## src/rtl/mycpu_pkg.sv

```systemverilog
// mycpu_pkg: shared definitions for the mycpu front end.
//   fetch_state_t   - fetch FSM state encoding (IDLE, WAIT)
//   PS_*            - PC-select encodings driven by the control unit
//   INS_W           - instruction word width
//   BOFF_*          - bit positions of the 6-bit branch offset {IR[8:6], IR[2:0]}
package mycpu_pkg;

    localparam int unsigned INS_W = 16;

    // Fetch FSM states kept as plain constants for compatibility with older tools.
    typedef logic [0:0] fetch_state_t;
    localparam fetch_state_t IDLE = 1'b0;
    localparam fetch_state_t WAIT = 1'b1;

    localparam logic [1:0] PS_HOLD = 2'b00;
    localparam logic [1:0] PS_INC  = 2'b01;
    localparam logic [1:0] PS_BRA  = 2'b10;
    localparam logic [1:0] PS_JMP  = 2'b11;

    // Branch offset is split across two IR fields: high part IR[8:6], low part IR[2:0].
    localparam int unsigned BOFF_HI_MSB = 8;
    localparam int unsigned BOFF_HI_LSB = 6;
    localparam int unsigned BOFF_LO_MSB = 2;
    localparam int unsigned BOFF_LO_LSB = 0;
    localparam int unsigned BOFF_W      = 6;

endpackage

```

## src/rtl/pc_next.sv

```systemverilog
// pc_next: combinational next-PC computation.
//   pc          in  PC_W    current PC
//   ps          in  2       PC select (hold / increment / branch / jump)
//   boff        in  BOFF_W  raw branch offset, two's complement
//   jmp_target  in  PC_W    absolute jump target
//   pc_nxt      out PC_W    selected next PC (modulo 2^PC_W)
module pc_next
    import mycpu_pkg::*;
#(
    parameter int unsigned PC_W = 16
) (
    input  logic [PC_W-1:0]   pc,
    input  logic [1:0]        ps,
    input  logic [BOFF_W-1:0] boff,
    input  logic [PC_W-1:0]   jmp_target,
    output logic [PC_W-1:0]   pc_nxt
);

    logic [PC_W-1:0] boff_ext;

    assign boff_ext = {{(PC_W - BOFF_W){boff[BOFF_W-1]}}, boff};

    // Additions drop the carry, so wrap-around is silent.
    always_comb begin
        pc_nxt = pc;
        unique case (ps)
            PS_HOLD: pc_nxt = pc;
            PS_INC:  pc_nxt = pc + PC_W'(1);
            PS_BRA:  pc_nxt = pc + boff_ext;
            PS_JMP:  pc_nxt = jmp_target;
            default: pc_nxt = pc;
        endcase
    end

endmodule

```

## src/rtl/fetch_unit.sv

```systemverilog
// fetch_unit: instruction-fetch stage holding PC and IR.
//   clk, rst_n      clock, asynchronous active-low reset
//   il_in           instruction-load request from the control unit
//   ps_in           PC select (00 hold, 01 inc, 10 branch, 11 jump)
//   a_in            jump target from register-file bus A
//   ins_out         IR contents
//   pc_out          current PC
//   stall_out       fetch outstanding; control unit freezes while high
//   imem_req_out    instruction-memory request
//   imem_addr_out   fetch address (always the PC)
//   imem_rdata_in   instruction word, valid with ack
//   imem_ack_in     single-cycle memory acknowledge
//   fetch_err_out   sticky fetch-timeout flag
// Build option: define MYCPU_FETCH_TIMEOUT_EN to abort a fetch that waits
// TIMEOUT_CYC cycles without an ack; otherwise WAIT persists indefinitely.
module fetch_unit
    import mycpu_pkg::*;
#(
    parameter int unsigned     PC_W        = 16,
    parameter logic [PC_W-1:0] RESET_PC    = '0,
    parameter int unsigned     TIMEOUT_CYC = 64
) (
    input  logic             clk,
    input  logic             rst_n,
    input  logic             il_in,
    input  logic [1:0]       ps_in,
    input  logic [PC_W-1:0]  a_in,
    output logic [INS_W-1:0] ins_out,
    output logic [PC_W-1:0]  pc_out,
    output logic             stall_out,
    output logic             imem_req_out,
    output logic [PC_W-1:0]  imem_addr_out,
    input  logic [INS_W-1:0] imem_rdata_in,
    input  logic             imem_ack_in,
    output logic             fetch_err_out
);

    fetch_state_t     state_q, state_d;
    logic [INS_W-1:0] ir_q;
    logic [PC_W-1:0]  pc_q;
    logic [PC_W-1:0]  pc_nxt;
    logic [BOFF_W-1:0] boff;
    logic             ir_load;
    logic             timeout;

    assign boff = {ir_q[BOFF_HI_MSB:BOFF_HI_LSB], ir_q[BOFF_LO_MSB:BOFF_LO_LSB]};

    pc_next #(
        .PC_W (PC_W)
    ) u_pc_next (
        .pc         (pc_q),
        .ps         (ps_in),
        .boff       (boff),
        .jmp_target (a_in),
        .pc_nxt     (pc_nxt)
    );

`ifdef MYCPU_FETCH_TIMEOUT_EN
    localparam int unsigned CNT_W = (TIMEOUT_CYC > 1) ? $clog2(TIMEOUT_CYC) : 1;

    logic [CNT_W-1:0] wait_cnt_q;
    logic             err_q;
    logic             timeout_hit;

    // Fires on the last permitted WAIT cycle when the ack still has not come.
    assign timeout_hit = (state_q == WAIT) && !imem_ack_in &&
                         (wait_cnt_q == CNT_W'(TIMEOUT_CYC - 1));

    // Counter sits at zero in IDLE, so it starts cleared on every WAIT entry.
    always_ff @(posedge clk or negedge rst_n) begin
        if (!rst_n) begin
            wait_cnt_q <= '0;
            err_q      <= 1'b0;
        end else begin
            wait_cnt_q <= (state_q == WAIT) ? wait_cnt_q + CNT_W'(1) : '0;
            if (timeout_hit) begin
                err_q <= 1'b1;
            end
        end
    end

    assign fetch_err_out = err_q;
`else
    logic timeout_hit;
    logic unused_timeout_cfg;

    assign timeout_hit        = 1'b0;
    assign unused_timeout_cfg = (TIMEOUT_CYC != 0);
    assign fetch_err_out      = 1'b0;
`endif

    // Request and stall are combinational so a zero-wait fetch never stalls.
    always_comb begin
        state_d      = state_q;
        stall_out    = 1'b0;
        ir_load      = 1'b0;
        timeout      = 1'b0;
        imem_req_out = 1'b0;
        case (state_q)
            IDLE: begin
                imem_req_out = il_in;
                if (il_in) begin
                    if (imem_ack_in) begin
                        ir_load = 1'b1;
                    end else begin
                        stall_out = 1'b1;
                        state_d   = WAIT;
                    end
                end
            end
            WAIT: begin
                imem_req_out = 1'b1;
                stall_out    = !imem_ack_in;
                if (imem_ack_in) begin
                    ir_load = 1'b1;
                    state_d = IDLE;
                end else if (timeout_hit) begin
                    timeout = 1'b1;
                    state_d = IDLE;
                end
            end
            default: begin
                state_d = IDLE;
            end
        endcase
    end

    always_ff @(posedge clk or negedge rst_n) begin
        if (!rst_n) begin
            state_q <= IDLE;
            ir_q    <= '0;
            pc_q    <= RESET_PC;
        end else begin
            state_q <= state_d;
            if (ir_load) begin
                ir_q <= imem_rdata_in;
            end else if (timeout) begin
                ir_q <= '0;
            end
            if (!stall_out) begin
                pc_q <= pc_nxt;
            end
        end
    end

    assign ins_out       = ir_q;
    assign pc_out        = pc_q;
    assign imem_addr_out = pc_q;

endmodule

```

## config.mk

```make
export PLATFORM = sky130hd
export DESIGN_NAME = fetch_unit
export DESIGN_NICKNAME = d
export VERILOG_FILES = /design/src/rtl/mycpu_pkg.sv /design/src/rtl/pc_next.sv /design/src/rtl/fetch_unit.sv
export SDC_FILE = /design/constraint.sdc
export NUM_CORES = 1
export LEC_CHECK = 0
export BUFFER_PORTS_ARGS = -buffer_cell sky130_fd_sc_hd__buf_2
export CAP_MARGIN = 20
export CORE_UTILIZATION = 45
export DETAILED_ROUTE_END_ITERATION = 10
export HOLD_SLACK_MARGIN = 0.06
export PLACE_DENSITY = 0.88
export REMOVE_ABC_BUFFERS = 1
export SETUP_SLACK_MARGIN = 0.15
export SLEW_MARGIN = 5
export SYNTH_ARGS = -nofsm -noshare
export SYNTH_HDL_FRONTEND = slang
export SYNTH_SLANG_ARGS = --single-unit
```

## constraint.sdc

```tcl
create_clock -name clk -period 2.28 [get_ports clk]
set_input_delay 0.456 -clock clk [delete_from_list [all_inputs] [get_ports clk]]
set_output_delay 0.456 -clock clk [all_outputs]
set_load 0.02 [all_outputs]
```

* After elaboration in Yosys (flattened, before gate mapping)
Cells that the tools add are included.
Word-level totals: flip-flop bits (word level) 33, logic and storage cells 24
Cells by class: add/subtract/negate cells 2, equality and inequality tests 3, muxes and demuxes 10, bitwise logic cells 3, reduce and logical (&&, ||, !) cells 3
Operators with widths (count):
- $pmux 16 s3 | 1
- $add 16x1->16 const B | 1
- $add 16x16->16 | 1
- $mux 16 | 1
- $pmux 1 s2 | 4
- $eq 2x2->1 const B | 2
- $mux 1 | 4
- $not 1->1 | 3
- $eq 2x1->1 const B | 1
- $logic_not 2->1 | 1
- $reduce_and 2->1 | 1
- $logic_not 1->1 | 1

* Logic depth before layout (Yosys ltp)
Gate-level depths: netlist of run 1.
depth after elaboration 5, depth in mapped cells 9

* Hierarchy
A second synthesis of run 1 with hierarchy kept.
Unflattened totals: cells, all modules 255, area, all modules 2516.2 um^2
By module, submodules not included:
- fetch_unit | times used 1, cells an instance 89, area an instance 1418.9 um^2, sequential area each 825.8 um^2
- pc_next | times used 1, cells an instance 166, area an instance 1097.3 um^2, sequential area each 0.0 um^2

* Least setup slack after synthesis of run 1
No wires, ideal clock.
kind input port to flip-flop, start point input port ps_in[1], end point register pc_q[8], in the netlist imem_addr_out[8], setup time 0.128 ns, data arrival time 2.473 ns, required time 2.152 ns, setup slack -0.321 ns, stages 9, buffers on the path 0, path through nor2b_1 > nand2b_1 > ha_1 > fa_1 > a211o_1 > a2111o_1 > o32ai_1 > mux2i_1 > nand3_1
On the way: word-level cells in the longest chain between the ends 3
Ends and longest elaborated chain:
- start: declaration | line fetch_unit.sv:26 | input logic [1:0] ps_in,
- branches (longest 3 deep; another with $pmux 16 s3)
- end signal: assignment | line fetch_unit.sv:141 | pc_q <= pc_nxt;
- end: declaration | line fetch_unit.sv:40 | logic [PC_W-1:0] pc_q;
Several ways; the timed one is not identified. A chain may end at the register's enable or synchronous reset.

* Worst setup path after layout of run 1
Ends and elaborated chain as after synthesis.

==> impl_metrics.env, run 1 <==
export IMPL_antenna_cells=0
export IMPL_rsz0062_at_grt="true"
export IMPL_routedWlPerCell_um=16.68
export IMPL_end_kind="flop"
export IMPL_grt_usage=0.2547
export IMPL_antenna_left=0
export IMPL_cts_root_buf="clkbuf_8"
export IMPL_grt_pass1_wl_um=10660
export IMPL_crit_family="compound AO/OA/AOI/OAI gates"
export IMPL_hp_class="input pin to async pin"
export IMPL_area_growth_synth_to_final_pct=32.49
export IMPL_yosys_area_share_simple=0.2236
export IMPL_portBuffers=87
export IMPL_arrival_ns=2.57
export IMPL_grt_max_degree=34
export IMPL_mostFrequentLayoutCell="buf_2"
export IMPL_core_rowCount=25
export IMPL_final_max_slew_viol_count=0
export IMPL_critical_path_class="input pin to flop"
export IMPL_start_util=0.4838
export IMPL_synthArstFlopShare=1.000
export IMPL_fp_dieW_um=74.44
export IMPL_critPathLaunchType="input pin"
export IMPL_synth_edff_count=0
export IMPL_p_total_mw=3.242
export IMPL_worst_slack_ns=-0.1220
export IMPL_cts_sinks=33
export IMPL_pin_count=89
export IMPL_final_layout_size_suffix_gt1_frac=0.4752
export IMPL_drcViolationCount=0
export IMPL_route_met2_wl_um=3395
export IMPL_ys_warn_count=0
export IMPL_fp_dieArea_um2=5541
export IMPL_ir_drop_uv=645.2
export IMPL_stdcell_area_um2=3128
export IMPL_post_place_ws_ns=-0.6515
export IMPL_fin_nets=386
export IMPL_crit_required_ns=2.45
export IMPL_die_h_um=74.44
export IMPL_tightestPinTransition_ns=0.7837
export IMPL_cts_inserted_buffers=5
export IMPL_synth_xor_area_frac=0.01113
export IMPL_outcome="complete, but fails checks"
export IMPL_setup_viol=3
export IMPL_clock_path_buffers=2
export IMPL_finalHoldViolCount=0
export IMPL_cp_slowest_cell="a2111o_1"
export IMPL_synth_compound_area_frac=0.1744
export IMPL_max_freq_mhz=416.3
export IMPL_cp_max_fo=4
export IMPL_timing_hold_ws_ns=0.2385
export IMPL_muxShareOfSynthArea=0.1065
export IMPL_violations="setup timing"
export IMPL_clk_pin_slew_ns=0.08
export IMPL_maxCapViolCount=0
export IMPL_synthAdderAreaFrac=0.03498
export IMPL_fin_crit_sh=1.053
export IMPL_synth_seq_area_share=0.3498
export IMPL_mostFrequentLayoutCells="85 x buf_2, 33 x dfrtp_1, 25 x nand2_1"
export IMPL_grt_pass1_vias=2327
export IMPL_synthesis_area_um2=2361
export IMPL_drt_wl_total_um=6839
export IMPL_hold_buffers=0
export IMPL_synth_main_ff_cell="dfrtp_1"
export IMPL_crit_buf_inv=2
export IMPL_vias=2395
export IMPL_core_area_um2=4880
export IMPL_clock_latency_ns=0.29
export IMPL_avgSynthCellArea_um2=9.259
export IMPL_synth_cell_types=59
export IMPL_ys_ff_latch=33
export IMPL_synth_cells=255
export IMPL_h_tree_depth=2
export IMPL_top_layer_used="met4"
export IMPL_p_leak_nw=1.426
export IMPL_overflow=0
export IMPL_powerDensity_nw_per_um2=1037
export IMPL_slew_headroom=0.4776
export IMPL_wl_met1_um=2712
export IMPL_avgViaCountPerCell=5.841
export IMPL_fin_crit_ns=2.402
export IMPL_slowest_delay_ns=0.44
export IMPL_drt_iter0_markers=228
export IMPL_synth_top_family_by_area="simple AND/OR/NAND/NOR gates"
export IMPL_finalClockSkew_ns=0.007881
export IMPL_path_cells="buf_6, nor2b_4, buf_4, and2_1, ha_1, a211o_1, a2111o_1, o32ai_2, mux2i_1, nand3_1"
export IMPL_gp_routability_congestion=0.9186
export IMPL_placed_area_um2=2803
export IMPL_cts_tree="yes"
export IMPL_dpl_hpwl_um=4392
export IMPL_wl_met3_um=539
export IMPL_dr_pass1_iters=5
export IMPL_grt_antenna_before_repair=0
## through the flow
stage               TNS (ns)    util  instances
floorplan             -1.389       -        222
global placement      -3.968  0.5744        395
detailed placement    -5.049  0.5744        395
CTS                  -0.1269  0.6292        408
global route         -0.5786  0.6410        410
finish               -0.2602  0.6410        410
## power breakdown
part           switching [mW]  internal (mW)  leakage (nW)
Sequential              0.273          0.724         0.376
Clock                   0.239          0.356        0.0574
Combinational           0.941          0.709         0.993
## Yosys cell counts (2+ instances only)
library cell,n,area [um^2]
dfrtp_1,33,825.8
a21o_1,2,15.01
a22oi_1,2,15.01
buf_4,18,135.1
a211o_1,2,17.52
a211oi_1,2,15.01
a21oi_1,10,50.05
nor4_2,2,25.02
inv_1,3,11.26
and2_1,9,56.30
o21ai_0,6,30.03
nand3_1,14,70.07
nor3_1,5,25.02
nor4_1,3,18.77
nand4_1,3,18.77
o22a_1,3,26.28
a31oi_1,7,43.79
buf_2,5,25.02
mux2i_1,6,60.06
o22ai_1,7,43.79
a2bb2oi_1,3,26.28
xnor2_1,2,17.52
nand2_1,25,93.84
clkbuf_1,6,22.52
nand2b_1,2,12.51
ha_1,5,62.56
nand3b_1,2,15.01
nor2_1,16,60.06
buf_6,3,33.78
o21a_1,3,22.52
mux2_2,17,191.4
a2111o_1,2,22.52
## registers in the layout, indices dropped and copies added, names as in the netlist
| signal | flops |
|---|---|
| state_q | 1 |
| ins_out | 16 |
| imem_addr_out | 16 |
## cell type report
type / count / area (um^2)
Tap cell: 67 / 83.83
Timing Repair Buffer: 113 / 654.4
Fill cell: 369 / 1752
Sequential cell: 33 / 825.8
Clock inverter: 2 / 37.54
Multi-Input combinational cell: 186 / 1433
Clock buffer: 6 / 82.58
Inverter: 3 / 11.26
## what timing repair did
| item | 4_1_cts | 5_1_grt |
|---|---|---|
| resized for setup | 21 | 9 |
| buffers inserted | 5 | 2 |
| setup endpoints to repair | 12 | 13 |
| pin swaps | 8 | 11 |
## worst paths after layout
kind | start | end | slack (ns) | cells after the start
worst max-delay path | ps_in[1] | imem_addr_out[8] | -0.12 | 10
worst min-delay path | rst_n | imem_addr_out[9] | 0.24 | 1
worst max register to register | ins_out[0] | imem_addr_out[8] | -0.11 | 8
worst min register to register | ins_out[9] | ins_out[9] | 0.51 | 1
max in group asynchronous | rst_n | imem_addr_out[8] | 1.55 | 1
min in group clk | imem_rdata_in[13] | ins_out[13] | 0.39 | 2
## kinds of logic (layout without fill, tap and decap cells)
group / count (synthesis) / count (layout)
DFF: 33 / 33
muxes: 23 / 23
AOI/OAI and AO/OA: 58 / 58
and+or+nand+nor: 95 / 95
other: 1 / 1
adders and majority gates: 6 / 6
xor gates and xnor gates: 3 / 3
buffers and inverters: 36 / 124
## metal layers
layer  vias up  track usage
met5         -            0
met1      1132       0.3015
li1       1090            -
met2       144       0.4384
met4         0       0.1237
met3        29      0.05420
(Power assumes the default switching activity.)
==> inputs of run 2 (changes only) <==
--- a/config.mk
+++ b/config.mk
@@ -7,7 +7,9 @@
 export LEC_CHECK = 0
 export BUFFER_PORTS_ARGS = -buffer_cell sky130_fd_sc_hd__buf_2
 export CAP_MARGIN = 20
-export CORE_UTILIZATION = 45
+export CELL_PAD_IN_SITES_DETAIL_PLACEMENT = 0
+export CELL_PAD_IN_SITES_GLOBAL_PLACEMENT = 2
+export CORE_UTILIZATION = 26
 export DETAILED_ROUTE_END_ITERATION = 10
 export HOLD_SLACK_MARGIN = 0.06
 export PLACE_DENSITY = 0.88
==> constraint.sdc (replaced) <==
create_clock -name clk -period 2.28 [get_ports clk]
set_input_delay 0.456 -clock clk [delete_from_list [all_inputs] [get_ports clk]]
set_output_delay 0.456 -clock clk [all_outputs]
set_load 0.05 [all_outputs]
==> run 2 against run 1 <==
Effect of this change:
- the flow still finishes with violations (setup timing)
- largest cell class unchanged
- via count fell by 6.1%
- non-clock buffer count rose by 2
- critical path type unchanged
- worst hold slack improved by 0.0056 ns
- critical path depth did not move
- combinational power rose by 32%
- sequential share of layout area fell by 0.59 points
- fmax rose by 3.1%
- register-to-register slack improved by 0.07 ns
- total power rose by 16%
==> impl_metrics.env, run 2 (synthesis gave the netlist of run 1 again) <==
export IMPL_hp_class="input pin to async pin"
export IMPL_end_kind="flop"
export IMPL_routedWlPerCell_um=14.87
export IMPL_final_max_slew_viol_count=0
export IMPL_cts_inserted_buffers=5
export IMPL_max_freq_mhz=429.4
export IMPL_cts_root_buf="clkbuf_8"
export IMPL_clk_pin_slew_ns=0.08
export IMPL_antenna_cells=0
export IMPL_outcome="complete, but fails checks"
export IMPL_placed_area_um2=2899
export IMPL_critPathLaunchType="input pin"
export IMPL_p_leak_nw=1.424
export IMPL_core_rowCount=34
export IMPL_hold_buffers=0
export IMPL_grt_antenna_before_repair=0
export IMPL_stdcell_area_um2=3199
export IMPL_drt_iter0_markers=122
export IMPL_area_growth_synth_to_final_pct=35.51
export IMPL_fp_dieArea_um2=9466
export IMPL_maxCapViolCount=0
export IMPL_cp_max_fo=4
export IMPL_overflow=0
export IMPL_rsz0062_at_grt="true"
export IMPL_fin_nets=388
export IMPL_clock_path_buffers=2
export IMPL_grt_max_degree=34
export IMPL_dr_pass1_iters=4
export IMPL_core_area_um2=8763
export IMPL_p_total_mw=3.772
export IMPL_tightestPinTransition_ns=0.7984
export IMPL_mostFrequentLayoutCells="87 x buf_2, 33 x dfrtp_1, 26 x buf_4"
export IMPL_die_h_um=97.30
export IMPL_arrival_ns=2.51
export IMPL_dpl_hpwl_um=4879
export IMPL_portBuffers=87
export IMPL_grt_pass1_wl_um=11140
export IMPL_fin_crit_sh=1.022
export IMPL_powerDensity_nw_per_um2=1179
export IMPL_clock_latency_ns=0.29
export IMPL_ir_drop_uv=651.2
export IMPL_ff2ff_path_depth=8
export IMPL_mostFrequentLayoutCell="buf_2"
export IMPL_cts_sinks=33
export IMPL_drcViolationCount=0
export IMPL_h_tree_depth=2
export IMPL_timing_hold_ws_ns=0.2441
export IMPL_avgViaCountPerCell=4.962
export IMPL_gp_routability_congestion=0.7469
export IMPL_fp_dieW_um=97.30
export IMPL_grt_pass1_vias=2229
export IMPL_crit_required_ns=2.46
export IMPL_drt_wl_total_um=6738
export IMPL_finalClockSkew_ns=0.005390
export IMPL_fin_crit_ns=2.329
export IMPL_vias=2248
export IMPL_start_util=0.2694
export IMPL_violations="setup timing"
export IMPL_slew_headroom=0.4677
export IMPL_critical_path_class="input pin to flop"
export IMPL_antenna_left=0
export IMPL_final_layout_size_suffix_gt1_frac=0.4841
export IMPL_grt_usage=0.1458
export IMPL_worst_slack_ns=-0.04905
export IMPL_cts_tree="yes"
export IMPL_finalHoldViolCount=0
export IMPL_pin_count=89
export IMPL_setup_viol=4
## run 2: metrics by stage
stage / cells / TNS, ns / setup slack [ns] / util
after floorplan: 222 / -3.514 / -0.5548 / -
after CTS: 453 / -0.1090 / -0.06698 / 0.3607
after global placement: 442 / -4.377 / -0.4765 / 0.3308
after detailed placement: 442 / -4.928 / -0.5171 / 0.3308
after global routing: 453 / -0.5986 / -0.1197 / 0.3651
final: 453 / -0.06878 / -0.04905 / 0.3651
## run 2: timing repair
item,CTS,global route
gates resized for setup,22,7
gates cloned,0,0
setup endpoints to repair,12,12
pin swaps,9,2
setup buffers,3,0
## run 2: layer usage
metal | wire (um) | GRT usage
met5 | 0 | 0
met4 | 83 | 0.05656
met3 | 224 | 0.02086
met2 | 3392 | 0.2465
met1 | 3037 | 0.1876
## run 2: area by class of cell
type,instances,area (um^2)
fillers,932,5564
multi-input cells,186,1458
flip-flops and latches,33,825.8
repair buffers,115,653.1
well taps,108,135.1
clock buffers,7,86.33
clock inverters,1,30.03
inverters,3,11.26
## run 2: worst paths after layout
path                                   from                end  slack [ns]
worst max-delay path               ps_in[1]   imem_addr_out[8]       -0.05
min in group clk                imem_ack_in            state_q        0.38
max in group asynchronous             rst_n        ins_out[14]        1.53
worst max register to register   ins_out[0]   imem_addr_out[8]       -0.04
worst min register to register  ins_out[15]        ins_out[15]        0.51
worst min-delay path                  rst_n  imem_addr_out[13]        0.24
## run 2: where the power goes
part	internal [mW]	switching [mW]	total [mW]
combinational	0.716	1.47	2.18
sequential	0.725	0.270	0.994
clock	0.357	0.238	0.595
## run 2: worst max-delay path, cell delays in order
cell and delay [ns]:
buf_2 0.11, nor2b_4 0.14, buf_4 0.14, and2_1 0.15
ha_1 0.33, a211o_1 0.35, a2111o_1 0.42, o32ai_2 0.13
mux2i_1 0.22, nand3_1 0.09
==> inputs of run 3 (changes only) <==
--- a/config.mk
+++ b/config.mk
@@ -5,14 +5,15 @@
 export SDC_FILE = /design/constraint.sdc
 export NUM_CORES = 1
 export LEC_CHECK = 0
+export ABC_AREA = 1
 export BUFFER_PORTS_ARGS = -buffer_cell sky130_fd_sc_hd__buf_2
 export CAP_MARGIN = 20
 export CELL_PAD_IN_SITES_DETAIL_PLACEMENT = 0
 export CELL_PAD_IN_SITES_GLOBAL_PLACEMENT = 2
-export CORE_UTILIZATION = 26
+export CORE_UTILIZATION = 23
 export DETAILED_ROUTE_END_ITERATION = 10
 export HOLD_SLACK_MARGIN = 0.06
-export PLACE_DENSITY = 0.88
+export PLACE_DENSITY = 0.86
 export REMOVE_ABC_BUFFERS = 1
 export SETUP_SLACK_MARGIN = 0.15
 export SLEW_MARGIN = 5
==> run 3 against run 2 <==
Effect of this change:
- the flow now finishes without violations
- sequential share of layout area is 0.19 points lower
- synthesized cell count is 35% higher
- register-to-register slack gained 0.29 ns
- total power is 2.1% lower
- non-clock buffer count shrank 1
- largest power group unchanged
- clock skew rose by 0.0015 ns
- critical endpoint is now imem_addr_out[12]
- clock power about the same
- worst setup slack better by 0.30 ns
- cell area grew 0.74%
- first-iteration DRC count decreased by 21%
- sequential power shrank 10%
- flip-flop and latch count stayed put
==> impl_metrics.env, run 3 <==
export IMPL_outcome="finished, final reports clean"
export IMPL_antenna_cells=0
export IMPL_crit_path_frequent_cell="nand2_2"
export IMPL_arrival_ns=2.21
export IMPL_cp_max_fo=2
export IMPL_mostFrequentLayoutCells="92 x nand2_1, 85 x buf_2, 44 x nor2_1"
export IMPL_grt_max_degree=34
export IMPL_tightestPinTransition_ns=0.7776
export IMPL_setup_tns_ns=0
export IMPL_avgViaCountPerCell=4.420
export IMPL_start_util=0.2410
export IMPL_ys_top_cells_by_area="dfrtp_1 34%, nand2_1 16%, nor2_1 7.0%, buf_4 5.6%, mux2_2 5.2%"
export IMPL_yosys_area_top_type="dfrtp_1"
export IMPL_fin_crit_sh=0.8912
export IMPL_drcViolationCount=0
export IMPL_dpl_hpwl_um=5665
export IMPL_synth_edff_count=0
export IMPL_ys_ff_latch=33
export IMPL_grt_pass1_vias=2425
export IMPL_ys_top_cells_by_count="101 x nand2_1, 45 x nor2_1, 33 x dfrtp_1"
export IMPL_maxCapViolCount=0
export IMPL_synth_cell_types=32
export IMPL_synth_cells=344
export IMPL_rsz0062_at_grt="true"
export IMPL_max_freq_mhz=492.2
export IMPL_fin_crit_ns=2.032
export IMPL_mostFrequentLayoutCell="nand2_1"
export IMPL_synth_top_cell_area_share=0.3443
export IMPL_cts_sinks=33
export IMPL_drt_wl_total_um=7315
export IMPL_grt_usage=0.1401
export IMPL_pin_count=89
export IMPL_powerDensity_nw_per_um2=1146
export IMPL_final_max_slew_viol_count=0
export IMPL_antenna_left=0
export IMPL_p_total_mw=3.693
export IMPL_crit_required_ns=2.46
export IMPL_path_cells="buf_6, inv_4, nand2_4, or2_4, ha_4, fa_2, nand3_2, nand2_2, nand2_2, nand2_2, nand3_2, nand2_2, nand2_2, nand2_1, nand2_1, nand3_1, nand2_1, nand2_1"
export IMPL_fin_util=0.3238
export IMPL_hp_class="input pin to async pin"
export IMPL_synth_seq_area_share=0.3443
export IMPL_vias=2528
export IMPL_synthArstFlopShare=1.000
export IMPL_final_layout_size_suffix_gt1_frac=0.3554
export IMPL_area_growth_synth_to_final_pct=34.38
export IMPL_post_place_ws_ns=-0.3078
export IMPL_avgSynthCellArea_um2=6.973
export IMPL_clock_path_buffers=2
export IMPL_synth_most_common_cell="nand2_1"
export IMPL_critical_path_class="input pin to flop"
export IMPL_cts_tree="yes"
export IMPL_h_tree_depth=2
export IMPL_overflow=0
export IMPL_fp_dieArea_um2=10840
export IMPL_grt_pass1_wl_um=11930
export IMPL_dr_pass1_iters=5
export IMPL_portBuffers=87
export IMPL_synth_main_ff_cell="dfrtp_1"
export IMPL_critPathLaunchType="input pin"
export IMPL_cts_inserted_buffers=5
export IMPL_die_h_um=104.1
export IMPL_clock_latency_ns=0.29
export IMPL_routedWlPerCell_um=12.79
export IMPL_ys_warn_count=0
export IMPL_core_area_um2=9955
export IMPL_setup_viol=0
export IMPL_synthesis_area_um2=2399
export IMPL_fin_nets=482
export IMPL_drt_iter0_markers=96
export IMPL_finalHoldViolCount=0
export IMPL_cp_slowest_cell="fa_2"
export IMPL_clk_pin_slew_ns=0.07
export IMPL_fp_dieW_um=104.1
export IMPL_p_leak_nw=1.733
export IMPL_cts_root_buf="clkbuf_8"
export IMPL_grt_antenna_before_repair=0
export IMPL_end_kind="flop"
export IMPL_slew_headroom=0.4816
export IMPL_slowest_delay_ns=0.37
export IMPL_worst_slack_ns=0.2482
export IMPL_gp_routability_congestion=0.8821
export IMPL_ir_drop_uv=744.3
export IMPL_core_rowCount=36
export IMPL_finalClockSkew_ns=0.006897
export IMPL_timing_hold_ws_ns=0.2401
-- run 3: cell count changes after synthesis, sizes merged, moves of 8 or more --
cell	previous run	this run
nand3	14	25
inv	3	34
nand2	25	101
o21ai	6	14
and2	9	1
nor2	17	46
-- run 3: area by class of cell --
| type | count | area (um^2) |
|---|---|---|
| tap | 133 | 166.4 |
| fill | 1094 | 6731 |
| multi-input combinational | 249 | 1330 |
| clock buffer | 6 | 82.58 |
| sequential | 33 | 825.8 |
| clock inverter | 2 | 37.54 |
| inverter | 35 | 133.9 |
| timing repair buffer | 114 | 646.9 |
-- run 3: layer usage --
layer	routed length, um	share of wire	global-route usage
met1	3350	0.46	0.1781
met2	3553	0.49	0.2376
met3	299	0.041	0.02694
met4	112	0.015	0.04490
met5	0	0	0
-- run 3: power by group --
group	switching (mW)	total, mW	internal, mW
Combinational	1.56	2.20	0.643
Clock	0.239	0.595	0.356
Sequential	0.171	0.895	0.724
-- run 3: cells by family after synthesis --
family,after synthesis,synth area share
mux,11,0.05164
other cells,1,0.001563
simple gates,184,0.3172
xor+xnor,7,0.02556
fa+ha+maj,6,0.03443
flops,33,0.3443
compound gates,40,0.09808
buf+inv,62,0.1273
-- run 3: path summary, 6_finish.rpt --
| path | start | end | slack, ns | cells past startpoint |
|---|---|---|---|---|
| setup / recovery | ps_in[0] | imem_addr_out[12] | 0.25 | 18 |
| hold / removal | rst_n | ins_out[4] | 0.24 | 1 |
| setup reg to reg | ins_out[0] | imem_addr_out[12] | 0.25 | 15 |
| hold reg to reg | ins_out[9] | ins_out[9] | 0.50 | 1 |
| max in group asynchronous | rst_n | state_q | 1.55 | 1 |
| min in group clk | imem_rdata_in[4] | ins_out[4] | 0.40 | 2 |
-- run 3: worst max-delay path: cells and delay by family --
kind | cells | cell delay [ns]
adders and majority gates | 2 | 0.53
buffers and inverters | 2 | 0.15
and+or+nand+nor | 14 | 1.06
-- run 3: repair_timing --
| action | 4_1_cts | 5_1_grt |
|---|---|---|
| endpoints found under the setup margin | 6 | 10 |
| cloned | 0 | 0 |
| gates resized for setup | 9 | 13 |
| pin swaps | 8 | 4 |
| buffers inserted | 1 | 2 |
| hold buffers | 0 | 0 |
| endpoints found under the hold margin | 0 | 0 |
-- run 3: per-stage QoR --
step                      instances  instance area (um^2)
after floorplan                 317                  2225
after global placement          561                  3007
after detailed placement        561                  3007
after CTS                       570                  3173
after global routing            572                  3223
final                           572                  3223
